<file path="src/rtl/miner_link_ctrl_if.sv">
// UART-side handshake bundle for miner_link_ctrl: receive strobe/byte in,
// transmit strobe/byte out, plus transmitter busy/done status.
interface miner_link_ctrl_if;
    logic       rx_dv;
    logic [7:0] rx_byte;
    logic       tx_active;
    logic       tx_done;
    logic       tx_dv;
    logic [7:0] tx_byte;

    modport master (
        input  rx_dv, rx_byte, tx_active, tx_done,
        output tx_dv, tx_byte
    );

    modport slave (
        output rx_dv, rx_byte, tx_active, tx_done,
        input  tx_dv, tx_byte
    );
endinterface

</file>
<file path="src/rtl/miner_link_ctrl.sv">
// Mining link controller: assembles a block header from UART bytes, runs the hash
// core, and periodically reports best_nonce over UART. Optional MINER_LINK_TIMEOUT_EN.
module miner_link_ctrl #(
    parameter int HDR_BYTES      = 76,
    parameter int REPORT_TICKS   = 1,
    parameter int TIMEOUT_CYCLES = 1000000
) (
    input  logic                   clk,
    input  logic                   rst_i,
    miner_link_ctrl_if.master      link,
    input  logic                   second_tick,
    input  logic [31:0]            best_nonce,
    output logic                   hash_enable,
    output logic                   hash_clear,
    output logic [8*HDR_BYTES-1:0] block_info,
    output logic [1:0]             state_o
);

    localparam int CNT_W = $clog2(HDR_BYTES + 1);

    typedef enum logic [1:0] {
        RECV  = 2'd0,
        CLEAR = 2'd1,
        HASH  = 2'd2,
        SEND  = 2'd3
    } state_t;

    if (HDR_BYTES < 2) begin : g_bad_hdr
        $error("miner_link_ctrl: HDR_BYTES must be at least 2");
    end
    if (REPORT_TICKS < 1 || REPORT_TICKS > 255) begin : g_bad_ticks
        $error("miner_link_ctrl: REPORT_TICKS must be in 1..255");
    end
    if (TIMEOUT_CYCLES < 1) begin : g_bad_timeout
        $error("miner_link_ctrl: TIMEOUT_CYCLES must be at least 1");
    end

    state_t                   state_reg;
    logic [CNT_W-1:0]         byte_cnt_reg;
    logic [7:0]               tick_cnt_reg;
    logic [2:0]               tx_cnt_reg;
    logic                     tx_wait_reg;
    logic [31:0]              snapshot_reg;
    logic                     tx_dv_reg;
    logic [7:0]               tx_byte_reg;
    logic                     hash_enable_reg;
    logic                     hash_clear_reg;
    logic [8*HDR_BYTES-1:0]   block_info_reg;

    logic [8*HDR_BYTES-1:0]   hdr_shifted;
    logic [7:0]               snap_byte [4];
    logic                     last_byte;
    logic                     last_tick;
    logic                     can_issue;
    logic                     timeout_hit;

    assign hdr_shifted = {block_info_reg[8*HDR_BYTES-9:0], link.rx_byte};
    assign last_byte   = (byte_cnt_reg == CNT_W'(HDR_BYTES - 1));
    assign last_tick   = (tick_cnt_reg == 8'(REPORT_TICKS - 1));

    // Snapshot bytes in transmit order, most significant first
    for (genvar gi = 0; gi < 4; gi++) begin : g_snap
        assign snap_byte[gi] = snapshot_reg[31-8*gi -: 8];
    end

    // Next byte may go once the previous one is acknowledged and the UART is idle
    assign can_issue = (!tx_wait_reg || link.tx_done) && !link.tx_active
                       && (tx_cnt_reg != 3'd4);

`ifdef MINER_LINK_TIMEOUT_EN
    localparam int TO_W = $clog2(TIMEOUT_CYCLES + 1);
    logic [TO_W-1:0] timeout_cnt_reg;

    assign timeout_hit = (state_reg == RECV) && (byte_cnt_reg != '0) && !link.rx_dv
                         && (timeout_cnt_reg == TO_W'(TIMEOUT_CYCLES - 1));

    always_ff @(posedge clk) begin
        if (!rst_i || state_reg != RECV || byte_cnt_reg == '0 || link.rx_dv || timeout_hit) begin
            timeout_cnt_reg <= '0;
        end else begin
            timeout_cnt_reg <= timeout_cnt_reg + TO_W'(1);
        end
    end
`else
    assign timeout_hit = 1'b0;
`endif

    always_ff @(posedge clk) begin
        if (!rst_i) begin
            state_reg       <= RECV;
            byte_cnt_reg    <= '0;
            tick_cnt_reg    <= '0;
            tx_cnt_reg      <= '0;
            tx_wait_reg     <= 1'b0;
            snapshot_reg    <= '0;
            tx_dv_reg       <= 1'b0;
            tx_byte_reg     <= '0;
            hash_enable_reg <= 1'b0;
            hash_clear_reg  <= 1'b0;
            block_info_reg  <= '0;
        end else begin
            tx_dv_reg      <= 1'b0;
            hash_clear_reg <= 1'b0;
            case (state_reg)
                RECV: begin
                    hash_enable_reg <= 1'b0;
                    if (link.rx_dv) begin
                        block_info_reg <= hdr_shifted;
                        if (last_byte) begin
                            byte_cnt_reg   <= '0;
                            state_reg      <= CLEAR;
                            hash_clear_reg <= 1'b1;
                        end else begin
                            byte_cnt_reg <= byte_cnt_reg + CNT_W'(1);
                        end
                    end else if (timeout_hit) begin
                        byte_cnt_reg <= '0;
                    end
                end
                CLEAR: begin
                    state_reg       <= HASH;
                    hash_enable_reg <= 1'b1;
                    tick_cnt_reg    <= '0;
                end
                HASH: begin
                    // A new header byte takes priority over a coincident tick
                    if (link.rx_dv) begin
                        block_info_reg  <= hdr_shifted;
                        byte_cnt_reg    <= CNT_W'(1);
                        tick_cnt_reg    <= '0;
                        state_reg       <= RECV;
                        hash_enable_reg <= 1'b0;
                    end else if (second_tick) begin
                        if (last_tick) begin
                            tick_cnt_reg <= '0;
                            snapshot_reg <= best_nonce;
                            state_reg    <= SEND;
                            // Launch byte 1 so tx_dv is high on the first SEND cycle
                            if (!link.tx_active) begin
                                tx_dv_reg   <= 1'b1;
                                tx_byte_reg <= best_nonce[31:24];
                                tx_cnt_reg  <= 3'd1;
                                tx_wait_reg <= 1'b1;
                            end else begin
                                tx_cnt_reg  <= 3'd0;
                                tx_wait_reg <= 1'b0;
                            end
                        end else begin
                            tick_cnt_reg <= tick_cnt_reg + 8'd1;
                        end
                    end
                end
                SEND: begin
                    if (link.tx_done && tx_wait_reg && tx_cnt_reg == 3'd4) begin
                        state_reg    <= HASH;
                        tx_cnt_reg   <= '0;
                        tx_wait_reg  <= 1'b0;
                        tick_cnt_reg <= '0;
                    end else if (can_issue) begin
                        tx_dv_reg   <= 1'b1;
                        tx_byte_reg <= snap_byte[tx_cnt_reg[1:0]];
                        tx_cnt_reg  <= tx_cnt_reg + 3'd1;
                        tx_wait_reg <= 1'b1;
                    end else if (link.tx_done) begin
                        tx_wait_reg <= 1'b0;
                    end
                end
                default: state_reg <= RECV;
            endcase
        end
    end

    assign link.tx_dv   = tx_dv_reg;
    assign link.tx_byte = tx_byte_reg;
    assign hash_enable  = hash_enable_reg;
    assign hash_clear   = hash_clear_reg;
    assign block_info   = block_info_reg;
    assign state_o      = state_reg;

endmodule

</file>
<file path="src/flat_wrapper.sv">
// flat-port wrapper written by rule: the top's interface ports become plain ports
module miner_link_ctrl_flat 
#(
    parameter int HDR_BYTES      = 76,
    parameter int REPORT_TICKS   = 1,
    parameter int TIMEOUT_CYCLES = 1000000
)
  (clk, rst_i, second_tick, best_nonce, hash_enable, hash_clear, block_info, state_o, link_rx_dv, link_rx_byte, link_tx_active, link_tx_done, link_tx_dv, link_tx_byte);
  miner_link_ctrl_if link_i ();
  input  logic clk;
  input  logic rst_i;
  input  logic second_tick;
  input  logic [31:0] best_nonce;
  output logic hash_enable;
  output logic hash_clear;
  output logic [8*HDR_BYTES-1:0] block_info;
  output logic [1:0] state_o;
  input wire logic [$bits(link_i.rx_dv)-1:0] link_rx_dv;
  input wire logic [$bits(link_i.rx_byte)-1:0] link_rx_byte;
  input wire logic [$bits(link_i.tx_active)-1:0] link_tx_active;
  input wire logic [$bits(link_i.tx_done)-1:0] link_tx_done;
  output wire logic [$bits(link_i.tx_dv)-1:0] link_tx_dv;
  output wire logic [$bits(link_i.tx_byte)-1:0] link_tx_byte;
  assign link_i.rx_dv = link_rx_dv;
  assign link_i.rx_byte = link_rx_byte;
  assign link_i.tx_active = link_tx_active;
  assign link_i.tx_done = link_tx_done;
  assign link_tx_dv = link_i.tx_dv;
  assign link_tx_byte = link_i.tx_byte;
  miner_link_ctrl #(.HDR_BYTES(HDR_BYTES), .REPORT_TICKS(REPORT_TICKS), .TIMEOUT_CYCLES(TIMEOUT_CYCLES)) u_core (.clk(clk), .rst_i(rst_i), .link(link_i), .second_tick(second_tick), .best_nonce(best_nonce), .hash_enable(hash_enable), .hash_clear(hash_clear), .block_info(block_info), .state_o(state_o));
endmodule
</file>
<file path="config.mk">
export PLATFORM = sky130hd
export DESIGN_NAME = miner_link_ctrl_flat
export DESIGN_NICKNAME = d
export VERILOG_FILES = /design/src/rtl/miner_link_ctrl_if.sv /design/src/rtl/miner_link_ctrl.sv /design/src/flat_wrapper.sv
export SDC_FILE = /design/constraint.sdc
export NUM_CORES = 1
export LEC_CHECK = 0
export CAP_MARGIN = 20
export CORE_AREA = 2 2 259 261
export DETAILED_ROUTE_END_ITERATION = 8
export DIE_AREA = 0 0 261 263
export SLEW_MARGIN = 20
export SYNTH_ARGS = -nofsm -noshare
export SYNTH_HDL_FRONTEND = slang
export SYNTH_SLANG_ARGS = --single-unit
</file>
<file path="constraint.sdc">
create_clock -name clk -period 3.65 [get_ports clk]
set_input_delay 1.095 -clock clk [delete_from_list [all_inputs] [get_ports clk]]
set_output_delay 1.095 -clock clk [all_outputs]
set_load 0.05 [all_outputs]
</file>
# Yosys cells after proc, flatten, opt, wreduce, memory -nomap -nowiden
# Cells that the tools add are included.
# totals
register_bits,672
latch_bits,0
ramBits,0
mem_bits_ro,0
inputBits,46
word_cells,111
mem_count,0
# op_classes
addsub,3
multipliers,0
div,0
order_cmp,1
n_eq_ne,20
shifts,0
n_mux,50
bitwise_logic,2
n_reduce_logical,24
# ops
operator,count
8-bit two-way mux,12
8-bit case mux with 3 select lines,1
7-bit two-way mux,3
8-bit binary-select mux with 2-bit select,1
8-bit case mux with 2 select lines,1
1-bit two-way mux,15
3-bit two-way mux,5
5-bit AND reduction,3
7-bit case mux with 2 select lines,1
2-bit two-way mux,6
2-bit != test (second input constant),6
3-bit AND reduction,3
8-bit by 1-bit adder with 8-bit output (second input constant),1
8-bit logical NOT,1
2-bit by 1-bit != test with 1-bit output (second input constant),4
2-bit case mux with 4 select lines,1
7-bit by 1-bit adder with 7-bit output (second input constant),1
7-bit equality test (second input constant),1
7-bit AND reduction,1
3-bit != test (second input constant),2
3-bit case mux with 2 select lines,1
3-bit nonzero test,2
2-bit equality test (second input constant),2
1-bit logical AND,4
18 further kinds,22

# Depth between registers and ports, before layout
# Gate-level depths: netlist (run 1).
# logic_depth
word_depth,7
ltp_mapped,9
ltp_nobuf,6

# Worst setup path after synthesis (run 1)
# No wires, ideal clock.
# synth_path
path_kind,input port to flip-flop
start,input port link_rx_dv
end,register u_core.tick_cnt_reg[6]
arrival_ns,2.229
setup_slack_ns,1.346
path_stages,5
path_buffers,1
cell_sequence,buf_2 > nand2b_1 > a21oi_1 > nand2_1 > o22ai_1
# synth_between
elab_chain_cells,2
# synth_rtl
item,line,text
from (decl),flat_wrapper.sv:18,input wire logic [$bits(link_i.rx_dv)-1:0] link_rx_dv;
3-bit != test (no line) or 8-bit two-way mux (tied branches),n/a,
3-bit AND reduction (no line) or 8-bit case mux with 3 select lines (tied branches),n/a,
to (signal assigned),miner_link_ctrl.sv:149,tick_cnt_reg <= tick_cnt_reg + 8'd1;
to (decl),miner_link_ctrl.sv:40,logic [7:0] tick_cnt_reg;
# Several ways; a longest one is shown, not always the timed one.
# A chain may end at the register's enable or synchronous reset.

# Worst setup path in the final report (run 1)
# layout_path
start,"register u_core.block_info_reg[498], in the netlist u_core.block_info[498]"
end,output port block_info[498]
# layout_lines
item,line,text
from (decl),miner_link_ctrl.sv:48,logic [8*HDR_BYTES-1:0] block_info_reg;
from (signal assigned),miner_link_ctrl.sv:108,block_info_reg <= hdr_shifted;
from (signal assigned),miner_link_ctrl.sv:128,block_info_reg <= hdr_shifted;
to (decl),flat_wrapper.sv:16,output logic [8*HDR_BYTES-1:0] block_info;
# No word-level cell between the ends.

==> summary.md, run 1 <==
| Metric | Value |
|---|---|
| Status | `finished, final reports clean` |
| Total CTS buffers | `75` |
| RSZ-0062 raised after global routing | `false` |
| Max Buffers Root-to-Sink | `3` |
| Hold path depth | `2` |
| I/O pin count | `667` |
| Initial antenna violation count | `0` |
| Cell area after layout | `33700 sq um` |
| Vias | `21759` |
| Clock root cell | `clkbuf_16` |
| Port Buffers | `666` |
| Slew @ Worst Pin | `0.953 ns` |
| Delay-heaviest family, CP | `buffers and inverters` |
| R2R Setup Slk | `1.25 ns` |
| Yosys warning total | `0` |
| #FFs+latches synth | `between 600 and 700` |
| Pwr/cell area | `456 nW/um^2` |
| Area after DPL | `31300 sq um` |
| Final setup violation count | `0` |
| R2R depth | `5` |
| Latest clock arrival within the worst-skew pair | `0.60 ns` |
| CTS Hold Buffers Added | `0` |
| Final estimated routing congestion in global placement | `approximately 0.83` |
| VDD IR-drop max | `0.349 mV` |
| Syn-to-layout area delta | `41.4%` |
| Post-CTS setup buffer count | `0` |
| Worst path max stage delay | `0.94 ns` |
| Critical Path Sink Type | `output port` |
| Syn Inst Count | `3008` |
| Count of cell types in the netlist | `52` |
| Fin crit share | `84.7%` |
| Final Hold Slack | `0.450 ns` |
| WHS Endpoint | `u_core.snap_byte[31]$_SDFFE_PN0P_` |
| Die H | `263 um` |
| Async S/R FF share, synth | `0%` |
| Std cell rows | `94` |
| Type of origin of the critical path | `register` |
| Post-synth EDFFs | `0` |
| Final Hold Vio Count | `0` |
| Global route total overflow | `0` |
| Htree depth | `3` |
| Register clock-pin slew on the reported worst setup and hold paths | `about 0.060 ns` |
| Rel. slew slack | `36.5%` |
| Post-synthesis cell area | `between 20000 and 25000 sq um` |
| Via/cell ratio | `4.85` |
| Pre-Repair DR Iteration Count | `5` |
| CP Class | `reg2out` |
| CTS tree | `done` |
| Die Area | `about 69000 sq um` |
| Main flop type after synthesis | `dfxtp_1` |
| Mean Syn Cell Area | `a little under 8 sq um` |
| Initial DRC count | `1661` |
| Final antenna-violating net count | `0` |
| Initial Util | `36.3%` |
| Worst-path maximum fanout | `3` |
| Post-CTS Resized | `0` |
| Hold Path Class | `reg2reg` |
| NumNets Final | `3633` |
| WP data arrival | `2.00 ns` |
| Final Skew | `0.0130 ns` |
| Slew Viols, Final | `0` |
| Drt total wl | `80300 um` |
| Top cells by area, synth | `dfxtp_1, nand2_1, a21oi_1, buf_2, clkbuf_1` |
| FF-to-FF End | `u_core.tick_cnt_reg[6]$_SDFFE_PN0P_` |
| First-pass GRT wire length | `121000 um` |
| Setup TNS | `0 ns` |
| Post-DP HPWL | `56600 um` |
| Post-synthesis sequential area ratio | `between 50 and 60%` |
| Layout cell share with drive strength beyond 1 | `5.24%` |
| # clock sinks | `672` |
| Leakage | `~11 nW` |
| Crit path time final | `3.09 ns` |
| Synth Net Count | `~3100` |
| Worst path slowest cell | `clkdlybuf4s50_1` |
| # DRC | `0` |
| Vias in the first global route | `~20000` |
| Max Freq | `0.324 GHz` |
| Total Routing Usage GR | `22.3%` |
| Largest net degree at the start of global routing | `99` |
| Ant diodes | `0` |
| RR Startpoint | `u_core.state_o[1]$_SDFFE_PN0P_` |
| CP bufs+invs | `1` |
| Hold_sp | `u_core.snap_byte[31]$_SDFFE_PN0P_` |
| Synth top area share | `56.4%` |
| Max reg flops | `~600` |
| Worst-path cell chain | `clkdlybuf4s50_1` |
| Die W | `261 um` |
| Post-synth top area cell | `dfxtp_1` |
| Max Cap Viol | `0` |
| Core Region | `around 66000 sq um` |
| DR WL/cell | `between 15 and 20 um` |
| CP required | `2.55 ns` |
## worst max path at each step
stage / from / to / slack, ns / depth (start not counted)
4_1_cts: u_core.block_info[497]$_SDFFE_PN0P_ / block_info[497] / 0.46 / 1
3_3_place_gp: link_rx_dv / u_core.snap_byte[13]$_SDFFE_PN0P_ / 0.60 / 6
3_5_place_dp: link_rx_dv / u_core.tick_cnt_reg[6]$_SDFFE_PN0P_ / 0.53 / 5
5_1_grt: u_core.block_info[497]$_SDFFE_PN0P_ / block_info[497] / 0.44 / 1
6_report: u_core.block_info[498]$_SDFFE_PN0P_ / block_info[498] / 0.56 / 1
2_1_floorplan: link_rx_dv / u_core.tick_cnt_reg[6]$_SDFFE_PN0P_ / 1.35 / 5
## Yosys cell counts, drive strengths merged (3+ instances only)
| cell | count |
|---|---|
| nand2 | 1318 |
| dfxtp | 672 |
| a21oi | 654 |
| buf | 129 |
| clkbuf | 96 |
| inv | 11 |
| mux2i | 11 |
| ha | 10 |
| mux2 | 8 |
| mux4 | 8 |
| nand4 | 8 |
| nor2 | 8 |
| o21ai | 8 |
| nand3 | 7 |
| or3 | 7 |
| o22ai | 5 |
| nor3 | 4 |
| xor2 | 4 |
| a31oi | 3 |
| nand2b | 3 |
| nor2b | 3 |
| o21a | 3 |
## cell families after synthesis
group | Yosys count | share of synthesized area [%]
AND/OR/NAND/NOR | 1374 | 22.3
AO/OA/AOI/OAI | 685 | 14.7
flip-flops | 672 | 56.4
buffers and inverters | 236 | 4.42
multiplexers | 27 | 1.59
adder cells (fa/ha/maj) | 10 | 0.525
XOR/XNOR | 4 | 0.147
## cells in the final DEF (no fill, tap or decap), drive strengths merged, types with 2 or more instances in the layout
| master | instances |
|---|---|
| mux4 | 8 |
| or3 | 7 |
| clkinv | 9 |
| o21ai | 8 |
| nor2 | 8 |
| o22ai | 5 |
| nand4b | 2 |
| nor4b | 2 |
| nand4 | 8 |
| clkbuf | 110 |
| nor2b | 3 |
| o21a | 3 |
| nand3 | 7 |
| mux2 | 8 |
| buf | 51 |
| or4b | 2 |
| nand2 | 1318 |
| clkdlybuf4s50 | 666 |
| ha | 10 |
| nor3 | 4 |
| xor2 | 4 |
| and3 | 2 |
| a31oi | 3 |
| and2 | 2 |
| dfxtp | 672 |
| bufinv | 3 |
| inv | 16 |
| mux2i | 11 |
| a21oi | 654 |
| nand2b | 3 |
| a211oi | 2 |
## layout make-up
cell class | count | area (sq um)
clock buffer | 110 | 2230
clock inverter | 17 | 208
fill | 6382 | 31900
inverter | 11 | 48.8
multi-input combinational | 2100 | 9370
sequential | 672 | 13500
tap | 864 | 1080
timing repair buffer | 717 | 7340
## power breakdown
part | switching [W] | internal (W) | total [W]
logic | 0.000413 | 0.000143 | 0.000555
registers | 0.0000109 | 0.00735 | 0.00736
clock network | 0.00303 | 0.00445 | 0.00747
## per-stage QoR
step                      cells  utilization [%]  setup WS, ns  total power [W]
after floorplan            3008                -          1.35          0.00787
after global placement     4364             47.7         0.601          0.00808
after detailed placement   4364             47.7         0.529          0.00808
after CTS                  4491             51.4         0.459           0.0156
after global routing       4491             51.4         0.445           0.0159
final                      4491             51.4         0.559           0.0154
## metal layers
metal  up-vias  track usage (%)  routed length (um)
met1     10184             26.6               32600
met5         -                0                   0
met2       581             37.5               38800
li1      10887                -                   -
met4         0             7.45                2260
met3       107             7.57                6620
(Power assumes the default switching activity.)
==> inputs of run 2 (changes only) <==
Settings changed: CORE_AREA 2 2 259 261 to 2 2 261 263, DIE_AREA 0 0 261 263 to 0 0 263 265.
Clock period 3.65 ns to 2.7 ns, I/O delays scaled along.
==> run 2 against run 1 <==
Effect of this change: cell area is 2.2% higher; global-route usage is 0.32 points lower; die area is 1.5% higher; largest power group unchanged.
==> summary.md, run 2 (synthesized netlist as in run 1, its figures left out) <==
| Metric | Value |
|---|---|
| Power, Total | `0.0216 W (was 0.0154 W)` |
| First-pass GRT wire length | `122000 um (was 121000 um)` |
| Drt total wl | `80600 um (was 80300 um)` |
| Initial Util | `35.7% (was 36.3%)` |
| Via/cell ratio | `4.80 (was 4.85)` |
| Delay-heaviest family, CP | `buffers and inverters (unchanged)` |
| RSZ-0062 raised after global routing | `false (unchanged)` |
| Pwr/cell area | `628 nW/um^2 (was 456 nW/um^2)` |
| Die Area | `69700 sq um (was 68600 sq um)` |
| Worst-path maximum fanout | `3 (unchanged)` |
| Initial antenna violation count | `0 (unchanged)` |
| Leakage | `12.6 nW (was 10.9 nW)` |
| Slew Viols, Final | `0 (unchanged)` |
| Core Region | `66800 sq um (was 65600 sq um)` |
| Final Hold Vio Count | `0 (unchanged)` |
| Ant diodes | `0 (unchanged)` |
| Syn-to-layout area delta | `44.5% (was 41.4%)` |
| Latest clock arrival within the worst-skew pair | `0.60 ns (about the same)` |
| Final estimated routing congestion in global placement | `0.832 (was 0.831)` |
| Max Buffers Root-to-Sink | `3 (unchanged)` |
| Final setup violation count | `0 (unchanged)` |
| Internal power | `0.0169 W (was 0.0119 W)` |
| VDD IR-drop max | `0.428 mV (was 0.349 mV)` |
| Max Cap Viol | `0 (unchanged)` |
| Sw Pwr | `0.00478 W (was 0.00345 W)` |
| PnR worst setup slack | `0.0483 ns (was 0.559 ns)` |
| Worst-path cell chain | `clkdlybuf4s50_1 (unchanged)` |
| CTS tree | `done (unchanged)` |
| Htree depth | `3 (unchanged)` |
| Combinational share of power | `3.9% (was 3.6%)` |
| NumNets Final | `3673 (was 3633)` |
| Setup TNS | `0 ns (unchanged)` |
| Sw frac | `22.1% (was 22.4%)` |
| Post-CTS setup buffer count | `0 (unchanged)` |
| Commonest cells after routing, fill and taps aside | `nand2_1, dfxtp_1, a21oi_1 (was nand2_1, dfxtp_1, clkdlybuf4s50_1)` |
| Worst path max stage delay | `0.85 ns (was 0.94 ns)` |
| Post-DP HPWL | `57300 um (was 56600 um)` |
| Sequential share of power | `46.0% (was 47.8%)` |
| Rel. slew slack | `57.7% (was 36.5%)` |
| Die H | `265 um (was 263 um)` |
| WP data arrival | `1.84 ns (was 2.00 ns)` |
| Status | `finished, final reports clean (unchanged)` |
| Initial DRC count | `1538 (was 1661)` |
| Worst path slowest cell | `clkdlybuf4s50_1 (unchanged)` |
| # clock sinks | `672 (unchanged)` |
| Total CTS buffers | `74 (was 75)` |
| Crit path time final | `around 2.7 ns` |
| Std cell rows | `95 (was 94)` |
| Max reg flops | `608 (unchanged)` |
| Critical Path Sink Type | `output port (unchanged)` |
| Max Freq | `approximately 0.38 GHz` |
| Total Routing Usage GR | `22.0% (was 22.3%)` |
| Final Hold Slack | `0.448 ns (was 0.450 ns)` |
| Global route total overflow | `0 (unchanged)` |
| Most common cell after layout, fill and taps aside | `nand2_1 (unchanged)` |
| Register clock-pin slew on the reported worst setup and hold paths | `0.06 ns (about the same)` |
| DR WL/cell | `17.7 um (was 17.9 um)` |
| Vias in the first global route | `20610 (was 20136)` |
| Die W | `263 um (was 261 um)` |
| Pre-Repair DR Iteration Count | `5 (unchanged)` |
| Clock power frac | `50.2% (was 48.6%)` |
| Largest net degree at the start of global routing | `116 (was 99)` |
| Layout cell share with drive strength beyond 1 | `6.85% (was 5.24%)` |
| Hold Path Class | `reg2reg (unchanged)` |
| Fin crit share | `98.2%` |
| Final Skew | `0.0213 ns (was 0.0130 ns)` |
| I/O pin count | `667 (unchanged)` |
| Clock root cell | `clkbuf_16 (unchanged)` |
| Type of origin of the critical path | `register (unchanged)` |
| Final antenna-violating net count | `0 (unchanged)` |
| DP Worst Slack | `0.0858 ns (was 0.529 ns)` |
| CP Class | `reg2out (unchanged)` |
| Port Buffers | `666 (unchanged)` |
| CTS Hold Buffers Added | `0 (unchanged)` |
| CP required | `1.89 ns (was 2.55 ns)` |
| CP bufs+invs | `1 (unchanged)` |
| Slew @ Worst Pin | `0.637 ns (was 0.953 ns)` |
| # DRC | `0 (unchanged)` |
| Fillers | `6479 (was 6382)` |
| Vias | `21861 (was 21759)` |
[run 2: path summary, 6_finish.rpt]
kind / startpoint / endpoint / slack (ns) / cells past startpoint
max: u_core.block_info[158]$_SDFFE_PN0P_ / block_info[158] / 0.05 / 1
min: u_core.snap_byte[23]$_SDFFE_PN0P_ / u_core.snap_byte[23]$_SDFFE_PN0P_ / 0.45 / 2
max reg2reg: u_core.state_o[0]$_SDFFE_PN0P_ / u_core.snap_byte[1]$_SDFFE_PN0P_ / 0.62 / 7
min reg2reg: u_core.snap_byte[23]$_SDFFE_PN0P_ / u_core.snap_byte[23]$_SDFFE_PN0P_ / 0.45 / 2
[run 2: repair_timing]
| item | 4_1_cts | 5_1_grt |
|---|---|---|
| gates cloned | 0 | 0 |
| setup endpoints to repair | 98 | 40 |
| gates resized for setup | 98 | 40 |
[run 2: layout make-up]
cell class / instances / area [sq um] / share of cell area, %
inverter: 11 / 48.8 / 0.142
clock inverter: 32 / 488 / 1.42
timing repair buffer: 758 / 7870 / 22.8
tap: 873 / 1090 / 3.17
multi-input combinational: 2100 / 9370 / 27.2
clock buffer: 104 / 2160 / 6.25
sequential: 672 / 13500 / 39.0
[run 2: per-layer routing]
metal,vias to the layer above,GRT usage (%),share of wire [%]
li1,10979,-,-
met1,10147,26.2,41
met2,588,36.3,47
met3,147,7.17,7.5
met4,0,9.59,4.0
met5,-,0,0
[run 2: power groups by stage]
stage	logic, W	clock network (W)	registers [W]
after floorplan	0.000427	0	0.0102
after global placement	0.000849	0	0.0102
after detailed placement	0.000845	0	0.0102
after CTS	0.000847	0.0111	0.00994
after global routing	0.000904	0.0115	0.00994
final	0.000840	0.0109	0.00994
[run 2: per-stage QoR]
| step | std cells | util, % | area [sq um] |
|---|---|---|---|
| final | 4550 | 51.6 | 34500 |
| after global routing | 4550 | 51.6 | 34500 |
| after CTS | 4550 | 51.5 | 34400 |
| after detailed placement | 4414 | 47.7 | 31900 |
| after global placement | 4414 | 47.7 | 31900 |
| after floorplan | 3008 | - | 23900 |
==> inputs of run 3 (changes only) <==
Settings changed: ABC_CLOCK_PERIOD_IN_PS set to 2700, CORE_AREA 2 2 261 263 to 3 3 262 264, DIE_AREA 0 0 263 265 to 0 0 265 267, RECOVER_POWER set to 50.
==> run 3 against run 2 <==
Effect of this change: cell count shrank 0.15%; sequential power is essentially flat; non-clock buffer count grew 1; critical path depth is the same; clock skew shrank 0.0035 ns; worst setup slack lost 0.00055 ns; clock power shrank 9.8%; combinational power shrank 5.5%; total power shrank 4.9%; clock-buffer cell count grew 6; maximum frequency is essentially flat.
==> summary.md, run 3 (synthesized netlist as in run 1, its figures left out) <==
| Metric | Value |
|---|---|
| Status | `finished, final reports clean (unchanged)` |
| Max Buffers Root-to-Sink | `3 (unchanged)` |
| WP data arrival | `1.84 ns (about the same)` |
| Slew @ Worst Pin | `0.854 ns (was 0.637 ns)` |
| Pre-Repair DR Iteration Count | `7 (was 5)` |
| Max Cap Viol | `0 (unchanged)` |
| DR WL/cell | `17.9 um (was 17.7 um)` |
| Setup TNS | `0 ns (unchanged)` |
| Hold Path Class | `reg2reg (unchanged)` |
| Final Hold Vio Count | `0 (unchanged)` |
| Commonest cells after routing, fill and taps aside | `nand2_1, dfxtp_1, a21oi_1 (unchanged)` |
| Final Skew | `0.0178 ns (was 0.0213 ns)` |
| Fin crit share | `98.2% (about the same)` |
| Final estimated routing congestion in global placement | `0.857 (was 0.832)` |
| Port Buffers | `666 (unchanged)` |
| Initial DRC count | `1691 (was 1538)` |
| Slew Viols, Final | `0 (unchanged)` |
| Vias in the first global route | `20270 (was 20610)` |
| I/O pin count | `667 (unchanged)` |
| Die Area | `70800 sq um (was 69700 sq um)` |
| CP Class | `reg2out (unchanged)` |
| R2R Setup Slk | `0.25 ns (was 0.62 ns)` |
| Largest net degree at the start of global routing | `103 (was 116)` |
| NumNets Final | `3673 (unchanged)` |
| DP Worst Slack | `0.162 ns (was 0.0858 ns)` |
| Core Region | `66800 sq um (unchanged)` |
| Worst path slowest cell | `clkdlybuf4s50_1 (unchanged)` |
| Leakage | `11.9 nW (was 12.6 nW)` |
| CP bufs+invs | `1 (unchanged)` |
| Layout cell share with drive strength beyond 1 | `5.97% (was 6.85%)` |
| Vias | `21775 (was 21861)` |
| Delay-heaviest family, CP | `buffers and inverters (unchanged)` |
| Global route total overflow | `0 (unchanged)` |
| Critical Path Sink Type | `output port (unchanged)` |
| Worst-path cell chain | `clkdlybuf4s50_1 (unchanged)` |
| Initial antenna violation count | `1 (was 0)` |
| Pwr/cell area | `607 nW/um^2 (was 628 nW/um^2)` |
| Clock root cell | `clkbuf_16 (unchanged)` |
| Post-DP HPWL | `58300 um (was 57300 um)` |
| Final antenna-violating net count | `0 (unchanged)` |
| Most common cell after layout, fill and taps aside | `nand2_1 (unchanged)` |
| Type of origin of the critical path | `register (unchanged)` |
| Worst-path maximum fanout | `3 (unchanged)` |
| Post-CTS setup buffer count | `0 (unchanged)` |
| Register clock-pin slew on the reported worst setup and hold paths | `0.06 ns (about the same)` |
| Via/cell ratio | `4.79 (was 4.80)` |
| # DRC | `0 (unchanged)` |
| Rel. slew slack | `43.1% (was 57.7%)` |
| Fin cells | `4543 (was 4550)` |
| Syn-to-layout area delta | `42.0% (was 44.5%)` |
| Total CTS buffers | `73 (was 74)` |
| Drt total wl | `81100 um (was 80600 um)` |
| CTS Hold Buffers Added | `0 (unchanged)` |
| Worst path max stage delay | `0.90 ns (was 0.85 ns)` |
| Latest clock arrival within the worst-skew pair | `0.59 ns (was 0.60 ns)` |
| Max reg flops | `608 (unchanged)` |
| Die H | `267 um (was 265 um)` |
| Max Freq | `0.377 GHz (about the same)` |
| Crit path time final | `2.65 ns (about the same)` |
| Fillers | `6552 (was 6479)` |
| # clock sinks | `672 (unchanged)` |
| CP required | `1.89 ns (about the same)` |
| RSZ-0062 raised after global routing | `false (unchanged)` |
| First-pass GRT wire length | `121000 um (was 122000 um)` |
| Die W | `265 um (was 263 um)` |
| Placed insts | `4415 (was 4414)` |
| Std cell rows | `95 (unchanged)` |
| PnR worst setup slack | `0.0477 ns (was 0.0483 ns)` |
| Initial Util | `35.7% (unchanged)` |
| Total Routing Usage GR | `21.8% (was 22.0%)` |
| Post-CTS Resized | `71 (was 98)` |
| CTS tree | `done (unchanged)` |
| VDD IR-drop max | `0.404 mV (was 0.428 mV)` |
| Htree depth | `3 (unchanged)` |
| Final setup violation count | `0 (unchanged)` |
==> run 3: changes by cell type in the layout (fill, tap and decap cells not counted), sizes merged <==
cell           change
inv                -4
dlymetal6s2s      -15
dlygate4sd2       -27
bufinv             -8
buf               -27
clkinvlp           +1
diode              +1
clkinv             -4
clkbuf            +37
clkdlybuf4s50     +39
==> run 3: power by group <==
| group | internal [W] | switching (W) | leakage (nW) |
|---|---|---|---|
| clock network | 0.00581 | 0.00402 | 1.16 |
| registers | 0.00993 | 0.0000140 | 5.41 |
| logic | 0.000229 | 0.000566 | 5.30 |
==> run 3: path summary, 6_finish.rpt <==
kind                                             from                             endpoint  cells past startpoint
hold / removal      u_core.snap_byte[22]$_SDFFE_PN0P_    u_core.snap_byte[22]$_SDFFE_PN0P_                      2
setup reg to reg       u_core.state_o[0]$_SDFFE_PN0P_  u_core.block_info[430]$_SDFFE_PN0P_                      6
hold reg to reg     u_core.snap_byte[22]$_SDFFE_PN0P_    u_core.snap_byte[22]$_SDFFE_PN0P_                      2
setup / recovery  u_core.block_info[237]$_SDFFE_PN0P_                      block_info[237]                      1
==> run 3: routing by layer <==
metal  GRT usage [%]  up-vias  wire [um]
li1                -    10974          -
met2            36.0      569      38600
met1            26.4    10101      33700
met5          0.0676        -          0
met4            8.61        0       2740
met3            6.85      131       6100
==> run 3: final cells by class <==
cell class                 count  area (sq um)  share of cell area, %
multi-input combinational   2100          9350                   27.6
antenna                        1          2.50                0.00739
tap                          873          1090                   3.22
clock buffer                 110          2160                   6.37
clock inverter                17           194                  0.573
sequential                   672         13500                   39.7
timing repair buffer         759          7570                   22.4
inverter                      11          45.0                  0.133
==> run 3: per-stage QoR <==
step / hold slack, ns / total power (W) / instance area (sq um) / util (%)
6_report: 0.450 / 0.0206 / 33900 / 50.7
5_1_grt: 0.470 / 0.0213 / 33900 / 50.7
4_1_cts: 0.450 / 0.0209 / 34100 / 51.1
3_5_place_dp: 0.443 / 0.0110 / 31900 / 47.7
3_3_place_gp: 0.438 / 0.0110 / 31900 / 47.7
2_1_floorplan: 0.429 / 0.0106 / 23900 / -
